## src/rtl/piso_tx_pkg.sv

```systemverilog
// piso_tx_pkg: shared types and defaults for the PISO transmitter.
// Parity frames are enabled with the PISO_TX_PARITY_EN macro.
package piso_tx_pkg;

  localparam int DEF_WIDTH = 4;

  typedef enum logic [1:0] {
    IDLE,
    SHIFT,
    PAR
  } state_t;

endpackage

```

## src/rtl/piso_tx_if.sv

```systemverilog
// piso_tx_if: parallel load / serial out bundle of the PISO transmitter.
// master drives words in, slave is the transmitter.
interface piso_tx_if
  import piso_tx_pkg::*;
#(
  parameter int WIDTH = DEF_WIDTH
) ();

  logic [WIDTH-1:0] din;
  logic             load;
  logic             flush;
  logic             ready;
  logic             sout;
  logic             sout_valid;
  logic             busy;
  logic             done;

  modport master (
    output din, load, flush,
    input  ready, sout, sout_valid, busy, done
  );

  modport slave (
    input  din, load, flush,
    output ready, sout, sout_valid, busy, done
  );

endinterface

```

## src/rtl/piso_tx_bitcnt.sv

```systemverilog
// piso_tx_bitcnt: saturating up-counter 0..MAX-1 with clear and enable.
// tc flags the terminal value; the count never wraps.
module piso_tx_bitcnt #(
  parameter int MAX = 4
) (
  input  logic                   clk,
  input  logic                   rst,
  input  logic                   clr,
  input  logic                   en,
  output logic [$clog2(MAX)-1:0] cnt,
  output logic                   tc
);

  localparam int CW = $clog2(MAX);
  localparam logic [CW-1:0] LAST = CW'(MAX - 1);

  assign tc = (cnt == LAST);

  always_ff @(posedge clk or posedge rst) begin
    if (rst) begin
      cnt <= '0;
    end else if (clr) begin
      cnt <= '0;
    end else if (en && !tc) begin
      cnt <= cnt + CW'(1);
    end
  end

endmodule

```

## src/rtl/piso_tx.sv

```systemverilog
// piso_tx: parallel-in serial-out transmitter with load/ready handshake.
// Define PISO_TX_PARITY_EN to append an even-parity bit to every frame.
module piso_tx
  import piso_tx_pkg::*;
#(
  parameter int WIDTH     = DEF_WIDTH,
  parameter bit MSB_FIRST = 1'b1
) (
  input logic      clk,
  input logic      rst,
  piso_tx_if.slave bus
);

  localparam int CW = $clog2(WIDTH);
  localparam logic [CW-1:0] PEN = CW'(WIDTH - 2);
`ifdef PISO_TX_PARITY_EN
  localparam bit PAR_EN = 1'b1;
`else
  localparam bit PAR_EN = 1'b0;
`endif

  state_t           state;
  logic [WIDTH-1:0] sreg;
  logic [CW-1:0]    cnt;
  logic             tc;
  logic             accept;
  logic             in_shift;
  logic             first_bit;
  logic             next_bit;
  logic             sout;
  logic             sout_valid;
  logic             done;

  assign bus.ready      = (state == IDLE);
  assign bus.busy       = (state != IDLE);
  assign bus.sout       = sout;
  assign bus.sout_valid = sout_valid;
  assign bus.done       = done;

  assign accept    = bus.load & (state == IDLE);
  assign in_shift  = (state == SHIFT);
  assign first_bit = MSB_FIRST ? bus.din[WIDTH-1] : bus.din[0];
  assign next_bit  = MSB_FIRST ? sreg[WIDTH-1] : sreg[0];

  piso_tx_bitcnt #(
    .MAX (WIDTH)
  ) u_bitcnt (
    .clk (clk),
    .rst (rst),
    .clr (accept),
    .en  (in_shift & ~bus.flush),
    .cnt (cnt),
    .tc  (tc)
  );

  // first bit leaves at acceptance, so sreg holds only the remaining bits
  always_ff @(posedge clk or posedge rst) begin
    if (rst) begin
      sreg <= '0;
    end else if (accept) begin
      sreg <= MSB_FIRST ? (bus.din << 1) : (bus.din >> 1);
    end else if (in_shift) begin
      sreg <= MSB_FIRST ? (sreg << 1) : (sreg >> 1);
    end
  end

`ifdef PISO_TX_PARITY_EN
  logic par;

  always_ff @(posedge clk or posedge rst) begin
    if (rst) begin
      par <= 1'b0;
    end else if (accept) begin
      par <= ^bus.din;
    end
  end
`endif

  always_ff @(posedge clk or posedge rst) begin
    if (rst) begin
      state      <= IDLE;
      sout       <= 1'b0;
      sout_valid <= 1'b0;
      done       <= 1'b0;
    end else begin
      unique case (state)
        IDLE: begin
          done <= 1'b0;
          if (bus.load) begin
            state      <= SHIFT;
            sout       <= first_bit;
            sout_valid <= 1'b1;
          end else begin
            sout       <= 1'b0;
            sout_valid <= 1'b0;
          end
        end
        SHIFT: begin
          if (bus.flush) begin
            state      <= IDLE;
            sout       <= 1'b0;
            sout_valid <= 1'b0;
            done       <= 1'b0;
          end else if (tc) begin
`ifdef PISO_TX_PARITY_EN
            state      <= PAR;
            sout       <= par;
            sout_valid <= 1'b1;
            done       <= 1'b1;
`else
            state      <= IDLE;
            sout       <= 1'b0;
            sout_valid <= 1'b0;
            done       <= 1'b0;
`endif
          end else begin
            sout       <= next_bit;
            sout_valid <= 1'b1;
            done       <= ~PAR_EN & (cnt == PEN);
          end
        end
`ifdef PISO_TX_PARITY_EN
        PAR: begin
          state      <= IDLE;
          sout       <= 1'b0;
          sout_valid <= 1'b0;
          done       <= 1'b0;
        end
`endif
        default: begin
          state      <= IDLE;
          sout       <= 1'b0;
          sout_valid <= 1'b0;
          done       <= 1'b0;
        end
      endcase
    end
  end

endmodule

```

## src/flat_wrapper.sv

```systemverilog
// flat-port wrapper written by rule: the top's interface ports become plain ports
module piso_tx_flat import piso_tx_pkg::*;
#(
  parameter int WIDTH     = DEF_WIDTH,
  parameter bit MSB_FIRST = 1'b1
)
  (clk, rst, bus_din, bus_load, bus_flush, bus_ready, bus_sout, bus_sout_valid, bus_busy, bus_done);
  piso_tx_if #(.WIDTH(WIDTH)) bus_i ();
  input logic clk;
  input logic rst;
  input wire logic [$bits(bus_i.din)-1:0] bus_din;
  input wire logic [$bits(bus_i.load)-1:0] bus_load;
  input wire logic [$bits(bus_i.flush)-1:0] bus_flush;
  output wire logic [$bits(bus_i.ready)-1:0] bus_ready;
  output wire logic [$bits(bus_i.sout)-1:0] bus_sout;
  output wire logic [$bits(bus_i.sout_valid)-1:0] bus_sout_valid;
  output wire logic [$bits(bus_i.busy)-1:0] bus_busy;
  output wire logic [$bits(bus_i.done)-1:0] bus_done;
  assign bus_i.din = bus_din;
  assign bus_i.load = bus_load;
  assign bus_i.flush = bus_flush;
  assign bus_ready = bus_i.ready;
  assign bus_sout = bus_i.sout;
  assign bus_sout_valid = bus_i.sout_valid;
  assign bus_busy = bus_i.busy;
  assign bus_done = bus_i.done;
  piso_tx #(.WIDTH(WIDTH), .MSB_FIRST(MSB_FIRST)) u_core (.clk(clk), .rst(rst), .bus(bus_i));
endmodule
```

## config.mk

```make
export PLATFORM = sky130hd
export DESIGN_NAME = piso_tx_flat
export DESIGN_NICKNAME = d
export VERILOG_FILES = /design/src/rtl/piso_tx_pkg.sv /design/src/rtl/piso_tx_if.sv /design/src/rtl/piso_tx_bitcnt.sv /design/src/rtl/piso_tx.sv /design/src/flat_wrapper.sv
export SDC_FILE = /design/constraint.sdc
export NUM_CORES = 1
export LEC_CHECK = 0
export ABC_AREA = 1
export CAP_MARGIN = 10
export CORE_AREA = 2 2 39 41
export DETAILED_ROUTE_END_ITERATION = 12
export DIE_AREA = 0 0 41 43
export GPL_TIMING_DRIVEN = 1
export PLACE_DENSITY = 0.69
export SLEW_MARGIN = 15
export SYNTH_ARGS = -nofsm -noshare
export SYNTH_HDL_FRONTEND = slang
export SYNTH_SLANG_ARGS = --single-unit
```

## constraint.sdc

```tcl
create_clock -name clk -period 1.72 [get_ports clk]
set_input_delay 0.516 -clock clk [delete_from_list [all_inputs] [get_ports clk]]
set_output_delay 0.516 -clock clk [all_outputs]
set_load 0.05 [all_outputs]
```

# --- After elaboration in Yosys (flattened, before gate mapping) ---
# Cells that the tools add are included.
word_totals:
  word_cells: 41
  input_bits: 8
  n_memories: 0
  rom_bits: 0
  out_inout_bits: 5
  ff_bits: 11
  ramBits: 0
  latchBits: 0
classes:
  shift: 0
  reduce_logical: 7
  n_eq_ne: 5
  n_mul: 0
  n_addsub: 1
  div: 0
  muxes: 19
  bitwise_logic: 3
  magnitude_cmp: 0
ops:
  columns: ["cell", "count"]
  rows:
  - ["$mux W2", 5]
  - ["$mux W1", 9]
  - ["$mux W4", 2]
  - ["$reduce_bool A2 Y1", 3]
  - ["$eq A2 B2 Y1 const B", 2]
  - ["$pmux W1 S2", 2]
  - ["$pmux W2 S2", 1]
  - ["$ne A3 B3 Y1 const B", 1]
  - ["$add A2 B1 Y2 const B", 1]
  - ["$and A1 B1 Y1", 2]
  - ["$eq A2 B1 Y1 const B", 1]
  - ["$logic_not A2 Y1", 1]
  - ["$ne A2 B2 Y1 const B", 1]
  - ["$reduce_and A2 Y1", 1]
  - ["$logic_and A1 B1 Y1", 1]
  - ["$logic_not A1 Y1", 1]
  - ["$not A1 Y1", 1]

# --- Logic depth before layout (Yosys ltp) ---
depth:
  depth_word: 5
  mapped_depth: 6
  ltp_nobuf: 5

# --- Hierarchy ---
# A second synthesis with hierarchy kept.
unflattened:
  hier_cells: 49
  area_unflattened_um2: 416.6
by_module_without_submodules:
  columns: ["module", "seq_area_each_um2", "area_per_inst_um2", "n_inst", "cells_per_inst"]
  rows:
  - ["piso_tx", 175.2, 306.5, 1, 35]
  - ["piso_tx_bitcnt", 50.0, 110.1, 1, 14]

# --- Worst setup path before layout ---
# Ideal clock, no wire load.
synth_timing:
  path_kind: "register to output"
  startpoint: "register u_core.state[0]"
  endpoint: "output bus_ready"
  required_time_ns: 1.204
  stages_incl_launch_ff: 3
  slack_ns: 0.307
  n_path_buf: 1
  arrival_time_ns: 0.897
  cell_sequence: "dfrtp_1 -> buf_6 -> inv_8"
synth_between:
  elab_chain_cells: 1
synth_rtl:
  columns: ["item", "line_no", "text"]
  rows:
  - ["start: declaration", "piso_tx.sv:22", "state_t state;"]
  - ["start signal: assignment", "piso_tx.sv:81", "state <= IDLE;"]
  - ["start signal: assignment", "piso_tx.sv:90", "state <= SHIFT;"]
  - ["start signal: assignment", "piso_tx.sv:100", "state <= IDLE;"]
  - ["$logic_not A2 Y1", "piso_tx.sv:34", "assign bus.ready = (state == IDLE);"]
  - ["end: declaration", "flat_wrapper.sv:14", "output wire logic [$bits(bus_i.ready)-1:0] bus_ready;"]
# No other way between the ends.

# --- Worst setup path after layout ---
# Ends and elaborated chain as after synthesis.

==> impl_metrics.csv <==
group,metric,value,unit
worst_setup_path,crit_type,"reg2out",
global_routing,gr-total-overflow,0,
sta,fmax,0.663,GHz
worst_setup_path,cp_num_buf_inv,2,
status,status,"finished clean",
placed_design,gp_congestion,0.692,
drt,wl,742,µm
clocking,cts_tree,"built",
yosys,ys_ff_latch,9,
floorplan,ios,13,
floorplan,die_y,43,µm
worst_setup_path,worstPathCellList,"inv_8, buf_12",
job,cap_violations,0,
worst_setup_path,crit_required,1200,ps
floorplan,placementRows,14,
yosys,syn_inst,45,
clocking,cts.reportedPaths.clkPinSlew,60,ps
global_routing,antenna_found_initial,0,
yosys,synth_mux_area_share,0,%
drt,wl_per_cell,9.64,µm
sta,fin_tns_setup,0,ps
clocking,hold_buffers,0,
worst_setup_path,critPathLaunchType,"flip-flop",
yosys,yosysUniqueCellTypes,15,
drt,drtAntennaViolNets,0,
finish,antenna_cells,0,
worst_setup_path,reg2reg_depth,5,
worst_hold_path,worstHoldEndpoint,"u_core.sreg[2]",
yosys,synth_nets,55,
power_and_ir_drop,ir_worst_vdd,0.452,mV
placed_design,hpwl,627,µm
finish,nets,72,
drt,dr.pass1.iters,1,
worst_setup_path,cp_max_fo,3,
worst_hold_path,hold_path_class,"reg2reg",
sta,fin_ws,213,ps
yosys,yosysSeqAreaShare,48.9,%
yosys,synth.avg_cell_area,10.2,µm²
sta,fin_skew,0.608,ps
worst_setup_path,r2r-end,"u_core.u_bitcnt.cnt[0]",
yosys,synthAdderAreaFrac,5.43,%
drt,vias,326,
worst_setup_path,critPathArrivalTime,990,ps
drt,drc,0,
worst_setup_path,ff2ff_setup_slack,600,ps
sta,worstMarginPinSlew,326,ps
yosys,synth_compound_area_share,0,%
clocking,clock_latency,260,ps
sta,finalHoldViolCount,0,
clocking,cts_setup_buffers,0,
worst_hold_path,whs_path_depth,2,
global_routing,grt_use_total,12.1,%
finish,drive_above_1_share,36.1,%
yosys,synth_warnings,0,
worst_setup_path,critPathMaxStageDelay,510,ps
clocking,clock_sinks,9,
global_routing,grt_pass1_wl,1300,µm
drt,vias_per_cell,4.23,
worst_setup_path,critical_path.endpoint_type,"output pin",
drt,drtIter0Drc,0,
floorplan,start_util,33.3,%
finish,area_delta_synth_final,46.2,%
worst_setup_path,crit_family,"flip-flops",
yosys,syn-cell-area,460,µm²
clocking,cts.path.max_buffers,2,
sta,min_period_over_period,87.6,%
worst_setup_path,slowest_stage,"dfrtp_1",
global_routing,grt_pass1_vias,326,
floorplan,dieArea,1760,µm²
yosys,synth_simple_gate_area_share,36.4,%
placed_design,dp_slack,184,ps
yosys,synth_top_family_by_area,"simple AND/OR/NAND/NOR gates",
sta,whs,501,ps
sta,relSlewSlack,78.2,%
clocking,cts_made_buffers,3,
sta,slew_violations,0,
yosys,synth_xor_area_share,0,%
clocking,htree_levels,1,
power_and_ir_drop,p_leak,0.335,nW
worst_hold_path,min_from,"u_core.sreg[1]",
floorplan,core-area,1380,µm²
power_and_ir_drop,power_density,1290,nW/µm²
sta,min_period,1510,ps
clocking,ctsResizeCount,0,
worst_setup_path,reg2reg_from,"u_core.u_bitcnt.cnt[0]",
clocking,root_buffer,"clkbuf_4",
sta,rsz0062_at_grt,"false",
placed_design,io_buffers,12,
floorplan,die_w,41,µm
sta,setup_viol,0,
global_routing,grt_max_degree,10,
==> power by group <==
part           leakage [nW]  switching [mW]  internal (mW)
combinational         0.204           0.207          0.180
sequential            0.116          0.0536          0.269
clock                0.0150          0.0690         0.0891
==> synth_stat cells <==
master / n / area (µm²)
nand2_1: 11 / 41.3
dfrtp_1: 9 / 225
nand2_2: 6 / 37.5
nand3_1: 4 / 20.0
inv_1: 3 / 11.3
ha_1: 2 / 25.0
nand3_2: 2 / 20.0
buf_6: 1 / 11.3
inv_6: 1 / 8.76
inv_8: 1 / 11.3
nand2_8: 1 / 20.0
nand3b_1: 1 / 7.51
nor2_1: 1 / 3.75
nor2_2: 1 / 6.26
nor2_4: 1 / 11.3
==> kinds of logic after synthesis <==
logic type    after synthesis
buf+inv                     6
fa+ha+maj                   2
simple gates               28
flops                       9
==> final cells by class <==
class                      count  area [µm²]
fill                         124         711
sequential                     9         225
multi-input combinational     30         193
timing repair buffer          13         178
inverter                       5        31.3
clock buffer                   4        26.3
tap                           16        20.0
==> cell usage in the layout (no fill, tap or decap), types with 2 or more instances in the layout <==
master / instances
nand2_2: 6
ha_1: 2
clkbuf_4: 3
nand3_2: 2
nand2_1: 11
inv_1: 3
clkdlybuf4s50_1: 7
dfrtp_1: 9
buf_12: 5
nand3_1: 4
==> layer usage <==
layer | track usage (%) | vias to the layer above | wire, µm
met5 | 0 | - | 0
met4 | 8.00 | 0 | 0
met3 | 6.28 | 0 | 43
met2 | 19.1 | 10 | 437
met1 | 11.3 | 146 | 261
li1 | - | 170 | -
==> through the flow <==
step                      std cells  total power, mW  instance area (µm²)  utilization [%]
final                            77            0.868                  673             48.6
after floorplan                  45            0.555                  460                -
after global routing             77            0.937                  673             48.6
after global placement           73            0.708                  647             46.7
after detailed placement         73            0.721                  647             46.7
after CTS                        77            0.883                  673             48.6
==> how the worst max path moves through the flow <==
stage,startpoint,to,cells after the start
6_report,u_core.state[0],bus_ready,2
5_1_grt,u_core.state[0],bus_ready,2
4_1_cts,u_core.state[0],bus_ready,2
3_5_place_dp,bus_flush,u_core.u_bitcnt.cnt[0],5
3_3_place_gp,bus_flush,u_core.u_bitcnt.cnt[1],5
2_1_floorplan,u_core.state[0],bus_ready,2
==> registers in the layout, summed over array words and instances, names as in the netlist <==
register               cells
u_core.bus.done            1
u_core.sreg                3
u_core.bus.sout            1
u_core.bus.sout_valid      1
u_core.state               1
u_core.u_bitcnt.cnt        2
==> worst reg2reg max path, cell delays in order (launching register included) <==
cell     delay [ps]
dfrtp_1         400
ha_1            230
nor2_4          120
nand2_1         120
nand3_1          80
nand2_1          50
Power figures use the tool's default switching activity.
